File: src/rtl/sd_record_loader.sv
// Loads one fixed-size record from a raw SD image via a level-held sector reader,
// validating a header sector first and streaming record bytes out as packed words.
module sd_record_loader #(
   parameter logic [31:0] MAGIC       = 32'h2043_5053,
   parameter int unsigned META_SECTOR = 0,
   parameter int unsigned REC_SECTORS = 129,
   parameter int unsigned REC_BYTES   = 66048,
   parameter int unsigned ADDR_W      = 17,
   parameter int unsigned OUT_BYTES   = 1,
   parameter int unsigned TIMEOUT     = 24_750_000
) (
   input  logic                   clk,
   input  logic                   reset,
   input  logic                   start,
   input  logic                   abort,
   input  logic [15:0]            num,
   input  logic                   sink_ready,
   output logic [15:0]            total,
   output logic                   busy,
   output logic                   done,
   output logic                   fail,
   output logic [1:0]             fail_code,
   output logic [8*OUT_BYTES-1:0] dout,
   output logic [ADDR_W-1:0]      addr,
   output logic                   dout_valid,
   output logic                   rd_start,
   output logic [31:0]            rd_sector,
   input  logic                   rd_done,
   input  logic                   rd_outen,
   input  logic [7:0]             rd_outbyte
);

   // Byte counter must reach REC_BYTES itself, one past the last address.
   localparam int unsigned CNT_W = ADDR_W + 1;
   localparam int unsigned TMO_W = $clog2(TIMEOUT + 1);
   localparam logic [CNT_W-1:0] LAST_CNT = CNT_W'(REC_BYTES);
   localparam logic [CNT_W-1:0] LANES    = CNT_W'(OUT_BYTES);
   localparam logic [TMO_W-1:0] TMO_LIM  = TMO_W'(TIMEOUT - 1);

   typedef enum logic [2:0] {
      IDLE, META, CHECK, WAIT_SINK, READ, GAP, DRAIN, FINISH
   } state_t;

   state_t                      state, state_n;
   logic [15:0]                 num_q, num_n, total_n;
   logic [31:0]                 magic, magic_n, rd_sector_n;
   logic [2:0]                  meta_idx, meta_idx_n;
   logic [CNT_W-1:0]            cnt, cnt_n, lane;
   logic [OUT_BYTES-1:0][7:0]   word, word_n;
   logic [TMO_W-1:0]            tmo, tmo_n;
   logic                        busy_n, done_n, fail_n, dv_n, rd_start_n;
   logic [1:0]                  code_n;
   logic [8*OUT_BYTES-1:0]      dout_n;
   logic [ADDR_W-1:0]           addr_n;
   logic                        tmo_hit, take;

   assign tmo_hit = rd_start && !rd_outen && !rd_done && (tmo == TMO_LIM);
   assign lane    = cnt % LANES;
   assign take    = rd_outen && (cnt < LAST_CNT);

   always_comb begin
      state_n     = state;
      num_n       = num_q;
      total_n     = total;
      magic_n     = magic;
      meta_idx_n  = meta_idx;
      cnt_n       = cnt;
      word_n      = word;
      busy_n      = busy;
      done_n      = done;
      fail_n      = fail;
      code_n      = fail_code;
      dout_n      = dout;
      addr_n      = addr;
      dv_n        = 1'b0;
      rd_start_n  = rd_start;
      rd_sector_n = rd_sector;
      // Idle gap between sectors also restarts the count on every new read.
      tmo_n = (!rd_start || rd_outen || rd_done) ? '0 : tmo + 1'b1;

      case (state)
         IDLE: begin
            if (start && !abort) begin
               done_n      = 1'b0;
               fail_n      = 1'b0;
               code_n      = 2'd0;
               num_n       = num;
               busy_n      = 1'b1;
               magic_n     = '0;
               meta_idx_n  = '0;
               rd_sector_n = 32'(META_SECTOR);
               rd_start_n  = 1'b1;
               state_n     = META;
            end
         end

         META: begin
            if (rd_outen && meta_idx < 3'd6) begin
               meta_idx_n = meta_idx + 3'd1;
               if (meta_idx < 3'd4) magic_n[8*meta_idx +: 8] = rd_outbyte;
               else                 total_n[8*meta_idx[0] +: 8] = rd_outbyte;
            end
            if (abort && rd_done) begin
               busy_n     = 1'b0;
               rd_start_n = 1'b0;
               state_n    = IDLE;
            end else if (abort) begin
               state_n = DRAIN;
            end else if (rd_done) begin
               rd_start_n = 1'b0;
               state_n    = CHECK;
            end else if (tmo_hit) begin
               fail_n     = 1'b1;
               code_n     = 2'd3;
               busy_n     = 1'b0;
               rd_start_n = 1'b0;
               state_n    = IDLE;
            end
         end

         CHECK: begin
            if (abort) begin
               busy_n  = 1'b0;
               state_n = IDLE;
            end else if (magic != MAGIC) begin
               fail_n  = 1'b1;
               code_n  = 2'd1;
               busy_n  = 1'b0;
               state_n = IDLE;
            end else if (num_q >= total) begin
               fail_n  = 1'b1;
               code_n  = 2'd2;
               busy_n  = 1'b0;
               state_n = IDLE;
            end else begin
               rd_sector_n = 32'(META_SECTOR) + 32'd1 + 32'(num_q) * 32'(REC_SECTORS);
               cnt_n       = '0;
               word_n      = '0;
               state_n     = WAIT_SINK;
            end
         end

         WAIT_SINK: begin
            if (abort) begin
               busy_n  = 1'b0;
               state_n = IDLE;
            end else if (sink_ready) begin
               rd_start_n = 1'b1;
               state_n    = READ;
            end
         end

         READ: begin
            if (abort) begin
               if (rd_done) begin
                  busy_n     = 1'b0;
                  rd_start_n = 1'b0;
                  state_n    = IDLE;
               end else begin
                  state_n = DRAIN;
               end
            end else begin
               if (take) begin
                  for (int i = 0; i < OUT_BYTES; i++)
                     if (lane == CNT_W'(i)) word_n[i] = rd_outbyte;
                  cnt_n = cnt + 1'b1;
                  // A short final word goes out with its unfilled upper lanes zeroed.
                  if (lane == LANES - 1'b1 || cnt + 1'b1 == LAST_CNT) begin
                     dv_n   = 1'b1;
                     dout_n = word_n;
                     addr_n = ADDR_W'(cnt - lane);
                     word_n = '0;
                  end
               end
               if (rd_done) begin
                  rd_start_n = 1'b0;
                  if (cnt_n == LAST_CNT) begin
                     state_n = FINISH;
                  end else begin
                     rd_sector_n = rd_sector + 32'd1;
                     state_n     = GAP;
                  end
               end else if (tmo_hit) begin
                  fail_n     = 1'b1;
                  code_n     = 2'd3;
                  busy_n     = 1'b0;
                  rd_start_n = 1'b0;
                  state_n    = IDLE;
               end
            end
         end

         GAP: begin
            if (abort) begin
               busy_n  = 1'b0;
               state_n = IDLE;
            end else begin
               state_n = WAIT_SINK;
            end
         end

         DRAIN: begin
            if (rd_done || tmo_hit) begin
               busy_n     = 1'b0;
               rd_start_n = 1'b0;
               state_n    = IDLE;
            end
         end

         FINISH: begin
            done_n  = 1'b1;
            busy_n  = 1'b0;
            state_n = IDLE;
         end

         default: state_n = IDLE;
      endcase
   end

   always_ff @(posedge clk) begin
      if (reset) begin
         state      <= IDLE;
         num_q      <= '0;
         total      <= '0;
         magic      <= '0;
         meta_idx   <= '0;
         cnt        <= '0;
         word       <= '0;
         tmo        <= '0;
         busy       <= 1'b0;
         done       <= 1'b0;
         fail       <= 1'b0;
         fail_code  <= 2'd0;
         dout       <= '0;
         addr       <= '0;
         dout_valid <= 1'b0;
         rd_start   <= 1'b0;
         rd_sector  <= '0;
      end else begin
         state      <= state_n;
         num_q      <= num_n;
         total      <= total_n;
         magic      <= magic_n;
         meta_idx   <= meta_idx_n;
         cnt        <= cnt_n;
         word       <= word_n;
         tmo        <= tmo_n;
         busy       <= busy_n;
         done       <= done_n;
         fail       <= fail_n;
         fail_code  <= code_n;
         dout       <= dout_n;
         addr       <= addr_n;
         dout_valid <= dv_n;
         rd_start   <= rd_start_n;
         rd_sector  <= rd_sector_n;
      end
   end

endmodule
File: config.mk
export PLATFORM = sky130hd
export DESIGN_NAME = sd_record_loader
export DESIGN_NICKNAME = d
export VERILOG_FILES = /design/src/rtl/sd_record_loader.sv
export SDC_FILE = /design/constraint.sdc
export NUM_CORES = 1
export LEC_CHECK = 0
export ABC_AREA = 1
export CAP_MARGIN = 15
export CORE_UTILIZATION = 40
export DETAILED_ROUTE_END_ITERATION = 16
export HOLD_SLACK_MARGIN = 0.02
export SLEW_MARGIN = 20
export SYNTH_ARGS = -nofsm -noshare
export SYNTH_HDL_FRONTEND = slang
export SYNTH_SLANG_ARGS = --single-unit
File: constraint.sdc
create_clock -name clk -period 2.8 [get_ports clk]
set_input_delay 0.7 -clock clk [delete_from_list [all_inputs] [get_ports clk]]
set_output_delay 0.7 -clock clk [all_outputs]
set_load 0.01 [all_outputs]
# After elaboration in Yosys (flattened, before gate mapping)
# Index checks and enable logic that the tools add are counted.
totals:
  reg_bits: 177
  input_bits: 31
  output_inout_bits: 80
  wordCells: 182
op_classes:
  n_addsub: 7
  multipliers: 1
  n_lt_le_gt_ge: 4
  eq_ne: 29
  shift: 4
  mux: 82
  bitwise_logic: 3
  reduce_logical: 36
op_table:
  columns: ["operator", "n"]
  rows:
  - ["32-bit 2-to-1 mux", 9]
  - ["18-bit 2-to-1 mux", 7]
  - ["32-bit one-hot mux with 3 select lines", 1]
  - ["32-bit one-hot mux with 2 select lines", 1]
  - ["3-bit 2-to-1 mux", 13]
  - ["18-bit one-hot mux with 2 select lines", 1]
  - ["4-bit negation with 34-bit output", 1]
  - ["6-bit negation with 34-bit output", 1]
  - ["8-bit by 34-bit variable shift with 16-bit output, first input constant", 1]
  - ["8-bit by 34-bit variable shift with 32-bit output, first input constant", 1]
  - ["8-bit by 34-bit indexed part select with 16-bit output", 1]
  - ["8-bit by 34-bit indexed part select with 32-bit output", 1]
  - ["32-bit by 1-bit adder with 32-bit output, second input constant", 1]
  - ["32-bit bitwise mux", 1]
  - ["32-bit by 30-bit inequality test with 1-bit output, second input constant", 1]
  - ["1-bit 2-to-1 mux", 28]
  - ["2-bit 2-to-1 mux", 13]
  - ["2-bit inequality test, second input constant", 13]
  - ["1-bit by 24-bit adder with 25-bit output, first input constant", 1]
  - ["25-bit by 1-bit adder with 25-bit output, second input constant", 1]
  - ["25-bit equality test, second input constant", 1]
  - ["16-bit by 8-bit multiplier with 24-bit output, second input constant", 1]
  - ["3-bit one-hot mux with 8 select lines", 1]
  - ["18-bit by 1-bit adder with 18-bit output, second input constant", 1]
  - ["other kinds (36)", 65]

# Depth between registers and ports, before layout
# Gate-level depths: netlist of the first run.
logic_depth:
  word_depth: 10
  mapped_depth: 17
  depth_no_buf: 17

# Worst setup path after synthesis of the first run
# No wires, ideal clock.
synth_path:
  path_kind: "register to register"
  start: "register num_q[5]"
  end: "register rd_sector[16]"
  t_arrival_ps: 2274
  t_required_ps: 2687
  slack_ps: 414
  stages_incl_launch_ff: 13
  n_path_buf: 0
  period_less_slack_ps: 2386
  path_cell_list: "dfxtp_1 > ha_1 > ha_1 > ha_1 > nand2_1 > nor2_1 > nand4_1 > o21ai_0 > a21oi_1 > o21ai_0 > o21ai_0 > nor2_1 > nor2_1"
synth_via:
  elab_chain_len: 6
synth_rtl:
  columns: ["element", "line_no", "source"]
  rows:
  - ["from (decl)", "45", "logic [15:0] num_q, num_n, total_n;"]
  - ["from (signal assigned)", "241", "num_q <= num_n;"]
  - ["16-bit by 8-bit multiplier with 24-bit output", "136", "rd_sector_n = 32'(META_SECTOR) + 32'd1 + 32'(num_q) * 32'(REC_SECTORS);"]
  - ["1-bit by 24-bit adder with 25-bit output", "136", null]
  - ["32-bit 2-to-1 mux", "130", "end else if (num_q >= total) begin"]
  - ["32-bit 2-to-1 mux", "125", "end else if (magic != MAGIC) begin"]
  - ["32-bit 2-to-1 mux", "122", "if (abort) begin"]
  - ["32-bit one-hot mux with 3 select lines", "81", "case (state)"]
  - ["to (signal assigned)", "256", "rd_sector <= rd_sector_n;"]
  - ["to (decl)", "27", "output logic [31:0] rd_sector,"]
# Parallel ways exist; a longest one is shown, timed or not. The select of a mux whose other input is x is not followed.
# A chain may end at the register's enable or synchronous reset.

# Final worst setup path of the first run
layout_path:
  start: "register num_q[6]"
  end: "register rd_sector[16]"
# Same word-level chain as after synthesis.

==> results of run 1 <==
==> layout by cell type (no fill, tap or decap), drive strengths merged, types with 7 or more instances in the layout <==
cell type	instances
a21oi	162
a31oi	10
buf	82
clkbuf	17
clkdlybuf4s50	109
clkinv	12
dfxtp	177
ha	54
inv	175
nand2	321
nand3	85
nand4	51
nor2	239
nor3	49
nor4	18
o21ai	139
o22ai	7
xnor2	8
xor2	14
==> routing by layer <==
metal / GRT usage / wire length [µm]
met5: 0 / 0
met2: 0.4060 / 14840
met1: 0.3307 / 15280
met4: 0.07816 / 700
met3: 0.04038 / 1653
==> synth_stat cells, types with 2 or more instances <==
cell        n  share of area
a211oi_1    5         0.0036
a21oi_1   162          0.078
a22o_1      2         0.0017
a31oi_1    10         0.0060
buf_1       4         0.0014
buf_2       9         0.0043
buf_4       2         0.0014
buf_6       6         0.0065
clkbuf_1   35          0.013
clkinv_1    7         0.0025
dfxtp_1   177           0.34
ha_1       54          0.065
inv_1     166          0.060
inv_2       3         0.0011
nand2_1   319           0.11
nand2_2     2         0.0012
nand3_1    84          0.040
nand4_1    50          0.030
nor2_1    229          0.083
nor2_2      9         0.0054
nor3_1     49          0.024
nor4_1     18          0.011
o211ai_1    3         0.0022
o21ai_0   132          0.063
o21ai_1     6         0.0029
o21bai_1    2         0.0014
o22ai_1     7         0.0042
o31ai_1     5         0.0036
xnor2_1     8         0.0067
xor2_1     14          0.012
==> state kept, by name, summed over array words and instances, names as in the netlist <==
| register | cells |
|---|---|
| state | 3 |
| dout | 8 |
| busy | 1 |
| fail_code | 2 |
| tmo | 25 |
| cnt | 18 |
| rd_sector | 32 |
| total | 16 |
| fail | 1 |
| done | 1 |
| dout_valid | 1 |
| magic | 32 |
| rd_start | 1 |
| num_q | 16 |
| addr | 17 |
| meta_idx | 3 |
==> cell type report <==
class / count / area [µm²]
Fill cell: 2556 / 12350
Multi-Input combinational cell: 1181 / 5988
Sequential cell: 177 / 3545
Timing Repair Buffer: 191 / 1767
Inverter: 176 / 660.6
Clock buffer: 17 / 425.4
Tap cell: 330 / 412.9
Clock inverter: 15 / 173.9
==> power by group through the flow <==
stage,Sequential [mW],Clock (mW),Combinational (mW)
after floorplan,2.78,0,0.622
after global placement,2.78,0,1.10
after detailed placement,2.78,0,1.11
after CTS,2.72,2.51,1.12
after global routing,2.74,2.61,1.27
final,2.73,2.46,1.13
==> worst max-delay path, delay by kind of cell, from the launching register on <==
family | cells | cell delay (ps)
simple gates | 4 | 390
flops | 1 | 340
fa+ha+maj | 3 | 980
compound gates | 5 | 700
buf+inv | 1 | 130
==> worst max path at each step <==
stage             start       endpoint  slack, ps  cells after the start
5_1_grt        num_q[8]  rd_sector[22]        -30                     13
3_3_place_gp   rd_outen       state[1]        -60                     18
6_report       num_q[6]  rd_sector[16]        160                     13
3_5_place_dp   rd_outen       state[1]       -100                     18
4_1_cts        num_q[8]  rd_sector[19]         60                     14
2_1_floorplan  num_q[5]  rd_sector[16]        410                     12
==> logic make-up after synthesis <==
group | count (synthesis)
flip-flops | 177
AO/OA/AOI/OAI | 339
XOR/XNOR | 22
AND/OR/NAND/NOR | 766
adder cells (fa/ha/maj) | 54
buffers and inverters | 232
==> through the flow <==
stage,setup slack (ps),cells
6_report,158.0,2087
5_1_grt,-26.42,2087
4_1_cts,60.71,2087
3_5_place_dp,-102.6,2055
3_3_place_gp,-62.74,2055
2_1_floorplan,413.6,1590
==> impl_results.md, run 1 <==
- Status: completed
- Initial antenna violation count: 0
- Most used DFF post-synth: dfxtp_1
- Switching power: 1.957 mW
- Sink of the worst hold path: magic[20]
- Hold buffers post-CTS: 0
- Synth Area in Adders: 0.06487
- Total power: 6.308 mW
- Pwr Density: 486.2 nW/µm²
- Reg2Reg Depth: 13
- Routed Wire Length: 32.47 mm
- Fin. max-slew vios: 0
- Clock power share: 0.389
- Achievable frequency: 0.3785 GHz
- Antenna cells: 0
- Leak Pwr: 5.099 nW
- First-pass GRT wire length: 52.47 mm
- DIE WIDTH: 163.4 µm
- DR WL/cell: 15.56 µm
- Syn Area/Cell: 6.550 µm²
- Reg2reg setup slack: 160 ps
- Drc violations: 0
- Grt total ovfl: 0
- Sw Share: 0.3103
- R2R Path Start: num_q[6]
- Drt initial violations: 861
- Register bit total from synthesis: 177
- H-tree depth: 4
- Clock Skews: 13.92 ps
- CP Capture Type: flop
- Slew margin rel.: 0.5936
- Starting Density: 0.4112
- Final nets: 1829
- Tmin final: 2642 ps
- Post-synth EDFFs: 0
- Warnings from Yosys: 0
- Drt first pass iters: 5
- CTS resizes: 0
- Via density: 5.264
- Final Wtd Congestion: 0.9295
- CTS tree: done
- Arrival @ worst endpoint: 2980 ps
- Min-delay src: magic[20]
- Detailed placer's ending HPWL: 24.98 mm
- Clock transition at path regs: 80 ps
- Mux contribution to synthesized area: 0
- Synth Net Count: 1675
- Maximum VDD drop: 0.0002902 V
- I/O Pins: 111
- # port buffers: 110
- Core area: 25330 µm²
- Dpl cell area: 12330 µm²
- TritonCTS buffer count: 17
- Distinct cells, synth: 41
- Critical path fanouts, max: 5
- Cell area after layout: 12970 µm²
- Simple-gate area share of the yosys netlist: 0.3149
- Routed vias: 10990
- Chip height: 163.4 µm
- FFs w/ async S/R, synth: 0
- Post-Syn Area: 10410 µm²
- Sequential fraction of the synthesis area: 0.3402
- Vias in the first global route: 10170
- Area grow syn2layout: 24.56%
- Final hold viol count: 0
- Largest family of logic cells by synthesized area: simple AND/OR/NAND/NOR gates
- Die area: 26690 µm²
- CP Class: reg2reg
- Slowest cell on crit path: ha_1
- Worst Path Required: 3140 ps
- Syn Inst Count: 1590
- Worst-Margin Slew: 605.0 ps
- ANT nets after route: 0
- Worst skew pair latency: 440 ps
- Cell Rows: 58
- Period utilization: 0.9436
- Worst Hold Class: reg2reg
- Synth Area in XOR/XNOR: 0.01850
- Worst r2r dst: rd_sector[16]
- Fraction of layout cells with a size suffix above 1: 0.08310
- WHS Path Cells: 2
- Logic pwr share: 0.178
- Critical Path Max Stage Delay: 380 ps
- Hold WS: 452.8 ps
- Setup violations, final: 0
- Clock tree root buffer cell: clkbuf_16
- Pin count of the biggest net entering global routing: 40
- Postcts setup bufs: 0
- Worst Setup Start Kind: flop
- Global Route Usage Sum: 0.2480
- Internal Power: 4.350 mW
- Max-Cap Viols: 0
- Setup_tns: 0 ps
- Sequential share of power: 0.432
- Post-Route Utilization: 0.5122
- Clk buf depth: 2
- Clock sinks: 177
- Worst path cell trace: ha_1, ha_1, ha_1, nand2_1, nor2_1, buf_4, a21oi_1, o21ai_1, a21oi_2, o21ai_0, o21ai_1, nor2_1, nor2_1
- Compound-Gate Fraction of Synth Area: 0.1718
Power figures use the tool's default switching activity.
==> inputs of run 2 (changes only) <==
CTS_CLUSTER_SIZE = 25   (was not set)
==> results of run 2 <==
No change in the layout: final DEF, timing and power equal those of run 1.
==> RTL change 1: new RTL, config.mk and constraints of run 1 <==
`REC_BYTES`: 66048 -> 49536.
--- a/src/rtl/sd_record_loader.sv
+++ b/src/rtl/sd_record_loader.sv
@@ -4,7 +4,7 @@
    parameter logic [31:0] MAGIC       = 32'h2043_5053,
    parameter int unsigned META_SECTOR = 0,
    parameter int unsigned REC_SECTORS = 129,
-   parameter int unsigned REC_BYTES   = 66048,
+   parameter int unsigned REC_BYTES   = 49536,
    parameter int unsigned ADDR_W      = 17,
    parameter int unsigned OUT_BYTES   = 1,
    parameter int unsigned TIMEOUT     = 24_750_000
Check against the original RTL: same outputs for any inputs over 4 cycles, from zero or initial values and one cycle with reset high; that may be too few to reach the edited logic, so the function may still have changed.
==> RTL change 1 against run 1 <==
Wire length about the same. Critical endpoint is now rd_sector[13]. Via count increased by 0.80%. Design area increased by 1.1%. Utilization increased by 0.26 points. Sequential share of layout area decreased by 0.29 points. Combinational power increased by 18%. Power increased by 5.2%. Highest routed layer unchanged. Worst setup slack improved by 0.028 ns. Synthesized area increased by 1.0%. Sequential cell count unchanged.
==> RTL change 1: results (changes against run 1) <==
* Number of global-route vias before repair at 9998 (was 10200)
* Status: completed (unchanged)
* Combinational Power Share at 20.1% (was 17.8%)
* VDD IR max at 0.296 mV (was 0.290 mV)
* Post-route setup slack at 0.186 ns (was 0.158 ns)
* Repair and plain buffers at 192 (was 191)
* DR vias at 11100 (was 11000)
* Post-DP HPWL at 24.5 mm (was 25.0 mm)
* DRT Pass-1 Iters at 8 (was 5)
* Dpl cell area at 0.0125 mm² (was 0.0123 mm²)
* CP endpoint: rd_sector[13] (was rd_sector[16])
* Met2 Wirelength at 14.0 mm (was 14.8 mm)
* P_clk at 0.00251 W (was 0.00246 W)
* Post-synth cell types at 48 (was 41)
* Max-slew headroom at 53.3% (was 59.4%)
* Clk_skew at 0.0198 ns (was 0.0139 ns)
* Syn Area/Cell at 6.60 µm² (was 6.55 µm²)
* GPL Wtd Cong at 0.965 (was 0.930)
* Met3 GRT Util at 2.95% (was 4.04%)
* Global-route wire length before repair at 51.7 mm (was 52.5 mm)
* Ranking of synthesized cells by area: dfxtp_1 (34%), nand2_1 (11%), nor2_1 (8.7%), a21oi_1 (6.9%), o21ai_0 (6.5%) (was dfxtp_1 (34%), nand2_1 (11%), nor2_1 (8.3%), a21oi_1 (7.8%), ha_1 (6.5%))
* CP arrival at 2.95 ns (was 2.98 ns)
* Met1 Use GR at 35.5% (was 33.1%)
* Multi-input gate area at 0.00609 mm² (was 0.00599 mm²)
* WL met1 at 16.2 mm (was 15.3 mm)
* Pre-CTS setup slack at -0.159 ns (was -0.103 ns)
* Filler Cell Count at 2563 (was 2556)
* ClkCell Share at 4.73% (was 4.62%)
* Nets at 1838 (was 1829)
* Area Overhead vs Synth at 24.6% (about the same)
* Share of layout cells above drive strength 1 at 9.51% (was 8.31%)
* Synth Cell Area at 0.0105 mm² (was 0.0104 mm²)
* Routed WL per cell at 15.5 µm (was 15.6 µm)
* Syn nets at 1679 (was 1675)
* Commonest cells post-synth: nand2_1 (319), nor2_1 (243), dfxtp_1 (177) (was nand2_1 (319), nor2_1 (229), dfxtp_1 (177))
RTL change 1: cells by family after synthesis:
group / synth area share, %
simple gates: 32.4
compound gates: 17.2
buf+inv: 8.73
flops: 33.7
fa+ha+maj: 6.42
xor+xnor: 1.58
RTL change 1: stage by stage:
stage | TNS (ns) | power, W
2_1_floorplan | 0 | 0.00360
3_3_place_gp | -3.25 | 0.00414
3_5_place_dp | -4.44 | 0.00415
4_1_cts | 0 | 0.00665
5_1_grt | -0.00500 | 0.00695
6_report | 0 | 0.00664
RTL change 1: worst min-delay path by stage:
| stage | depth (start not counted) | start | to | slack, ns |
|---|---|---|---|---|
| 6_report | 2 | addr[16] | addr[16] | 0.45 |
| 2_1_floorplan | 1 | tmo[0] | tmo[0] | 0.42 |
| 5_1_grt | 2 | magic[21] | magic[21] | 0.47 |
| 3_5_place_dp | 1 | tmo[0] | tmo[0] | 0.44 |
| 3_3_place_gp | 1 | tmo[0] | tmo[0] | 0.43 |
| 4_1_cts | 2 | addr[16] | addr[16] | 0.45 |
==> RTL change 2: new RTL, flow settings as in run 1 <==
Made on the original files. Take the reset off `word`, `dout` and `addr` and load them in a clocked block of their own.
--- a/src/rtl/sd_record_loader.sv
+++ b/src/rtl/sd_record_loader.sv
@@ -225,14 +225,11 @@
          magic      <= '0;
          meta_idx   <= '0;
          cnt        <= '0;
-         word       <= '0;
          tmo        <= '0;
          busy       <= 1'b0;
          done       <= 1'b0;
          fail       <= 1'b0;
          fail_code  <= 2'd0;
-         dout       <= '0;
-         addr       <= '0;
          dout_valid <= 1'b0;
          rd_start   <= 1'b0;
          rd_sector  <= '0;
@@ -243,18 +240,21 @@
          magic      <= magic_n;
          meta_idx   <= meta_idx_n;
          cnt        <= cnt_n;
-         word       <= word_n;
          tmo        <= tmo_n;
          busy       <= busy_n;
          done       <= done_n;
          fail       <= fail_n;
          fail_code  <= code_n;
-         dout       <= dout_n;
-         addr       <= addr_n;
          dout_valid <= dv_n;
          rd_start   <= rd_start_n;
          rd_sector  <= rd_sector_n;
       end
    end
 
+   always_ff @(posedge clk) begin
+      word <= word_n;
+      dout <= dout_n;
+      addr <= addr_n;
+   end
+
 endmodule
Function: same outputs for any inputs over 4 cycles, from zero or initial values and one cycle with reset high; that may be too few to reach the edited logic, so the function may still have changed.
==> RTL change 2 against run 1 <==
Power grew 1.3%. Synthesized area shrank 2.4%. Sequential cell count is the same. Utilization is 1.5 points higher. Worst setup slack improved by 0.014 ns. Global-route usage grew 0.12 points. Sequential power rose by 2%. Design area stayed put. Hold slack worse by 0.0064 ns. Wire length shrank 1.4%. Largest power group unchanged.
==> RTL change 2: results (changes against run 1) <==
* Status: completed (unchanged)
* Commonest cells post-synth: nand2_1 (315), nor2_1 (223), inv_1 (156) (was nand2_1 (319), nor2_1 (229), dfxtp_1 (177))
* VDD IR max at 0.281 mV (was 0.290 mV)
* All-Layer GR Usage at 24.9% (was 24.8%)
* Global-route wire length before repair at 51.3 mm (was 52.5 mm)
* Initial DRC count at 819 (was 861)
* Ranking of synthesized cells by area: dfxtp_1 (30%), nand2_1 (12%), nor2_1 (8.2%), edfxtp_1 (7.4%), a21oi_1 (7.2%) (was dfxtp_1 (34%), nand2_1 (11%), nor2_1 (8.3%), a21oi_1 (7.8%), ha_1 (6.5%))
* Routed WL per cell at 15.9 µm (was 15.6 µm)
* Largest net degree at the start of global routing at 64 (was 40)
* HP Start: tmo[0] (was magic[20])
* Number of global-route vias before repair at 9698 (was 10200)
* FF-to-FF path depth at 11 (was 13)
* Vias per cell at 5.22 (was 5.26)
* LEAKAGE at 5.03 nW (was 5.10 nW)
* Min Hold Slack at 0.446 ns (was 0.453 ns)
* Share of the yosys chip area belonging to registers at 37.3% (was 34.0%)
* Post-DP HPWL at 24.4 mm (was 25.0 mm)
* Tightest Pin Transition at 0.716 ns (was 0.605 ns)
* Reg-to-reg endpoint: cnt[13] (was rd_sector[16])
* Post-synth cell types at 45 (was 41)
* GPL Wtd Cong at 0.982 (was 0.930)
* Hold Path End: tmo[0] (was magic[20])
* Worst r2r src: num_q[15] (was num_q[6])
* Nets at 1759 (was 1829)
* Post-synth EDFFs at 25 (was 0)
* Dpl cell area at 0.0124 mm² (was 0.0123 mm²)
* Share of layout cells above drive strength 1 at 10.7% (was 8.31%)
* Syn nets at 1560 (was 1675)
* Cells on Worst Hold Path at 1 (was 2)
* Slowest stage delay, CP at 0.34 ns (was 0.38 ns)
* CP arrival at 2.91 ns (was 2.98 ns)
RTL change 2: cell count changes in the layout (fill, tap and decap cells not counted), sizes merged, moves of 8 or more:
cell / delta
o21ai: -48
clkinv: -8
nor2: -10
buf: +35
edfxtp: +25
inv: -8
a21oi: -14
dfxtp: -25
RTL change 2: worst max-delay path by stage:
stage	end	slack [ns]	start	depth (start not counted)
final	cnt[13]	0.17	num_q[15]	11
after global routing	rd_sector[19]	-0.002	num_q[2]	15
after CTS	rd_sector[19]	0.008	num_q[2]	15
after detailed placement	rd_sector[20]	-0.26	rd_outen	15
after global placement	state[1]	-0.25	rd_outen	15
after floorplan	rd_sector[21]	0.11	num_q[12]	14
RTL change 2: where the power goes:
| group | switching [W] | internal [W] |
|---|---|---|
| sequential | 0.000126 | 0.00266 |
| clock | 0.00113 | 0.00125 |
| combinational | 0.000714 | 0.000511 |
RTL change 2: cell type report:
| type | instances | area [µm²] |
|---|---|---|
| well taps | 324 | 405 |
| clock buffers | 20 | 468 |
| clock inverters | 12 | 114 |
| repair buffers | 226 | 2020 |
| flip-flops and latches | 177 | 3790 |
| inverters | 163 | 616 |
| fillers | 2455 | 11600 |
| multi-input cells | 1091 | 5560 |
RTL change 2: stage by stage:
| step | setup slack (ns) | TNS, ns |
|---|---|---|
| 3_3_place_gp | -0.249 | -7.07 |
| 4_1_cts | 0.00784 | 0 |
| 3_5_place_dp | -0.256 | -7.77 |
| 5_1_grt | -0.00234 | -0.00234 |
| 6_report | 0.172 | 0 |
| 2_1_floorplan | 0.109 | 0 |
RTL change 2: metal layers:
metal  share of wire [%]  vias up  track usage, %
met5                   0        -               0
met4                 1.1        0            5.23
met3                 6.5       31            4.34
met2                  43      322            37.7
met1                  49     4817            36.8
li1                    -     5336               -
RTL change 2: worst max-delay path: cells and delay by family, from the launching register on:
kind / cells / cell delay (ns)
simple gates: 6 / 1.18
buf+inv: 2 / 0.47
flops: 1 / 0.33
fa+ha+maj: 1 / 0.31
compound gates: 2 / 0.17
RTL change 2: cells by family after synthesis:
group                      after synthesis  share of synthesized area (%)
xor gates and xnor gates                28                           2.41
adders and majority gates               52                           6.40
buffers and inverters                  209                           8.27
DFF                                    177                           37.3
AOI/OAI and AO/OA                      270                           14.2
and+or+nand+nor                        741                           31.4
RTL change 2: repair_timing:
action | in CTS | in global routing
hold endpoints to repair | 0 | 0
hold buffers | 0 | 0
setup endpoints to repair | 6 | 41
gates resized for setup | 3 | 15
gates cloned | 0 | 0
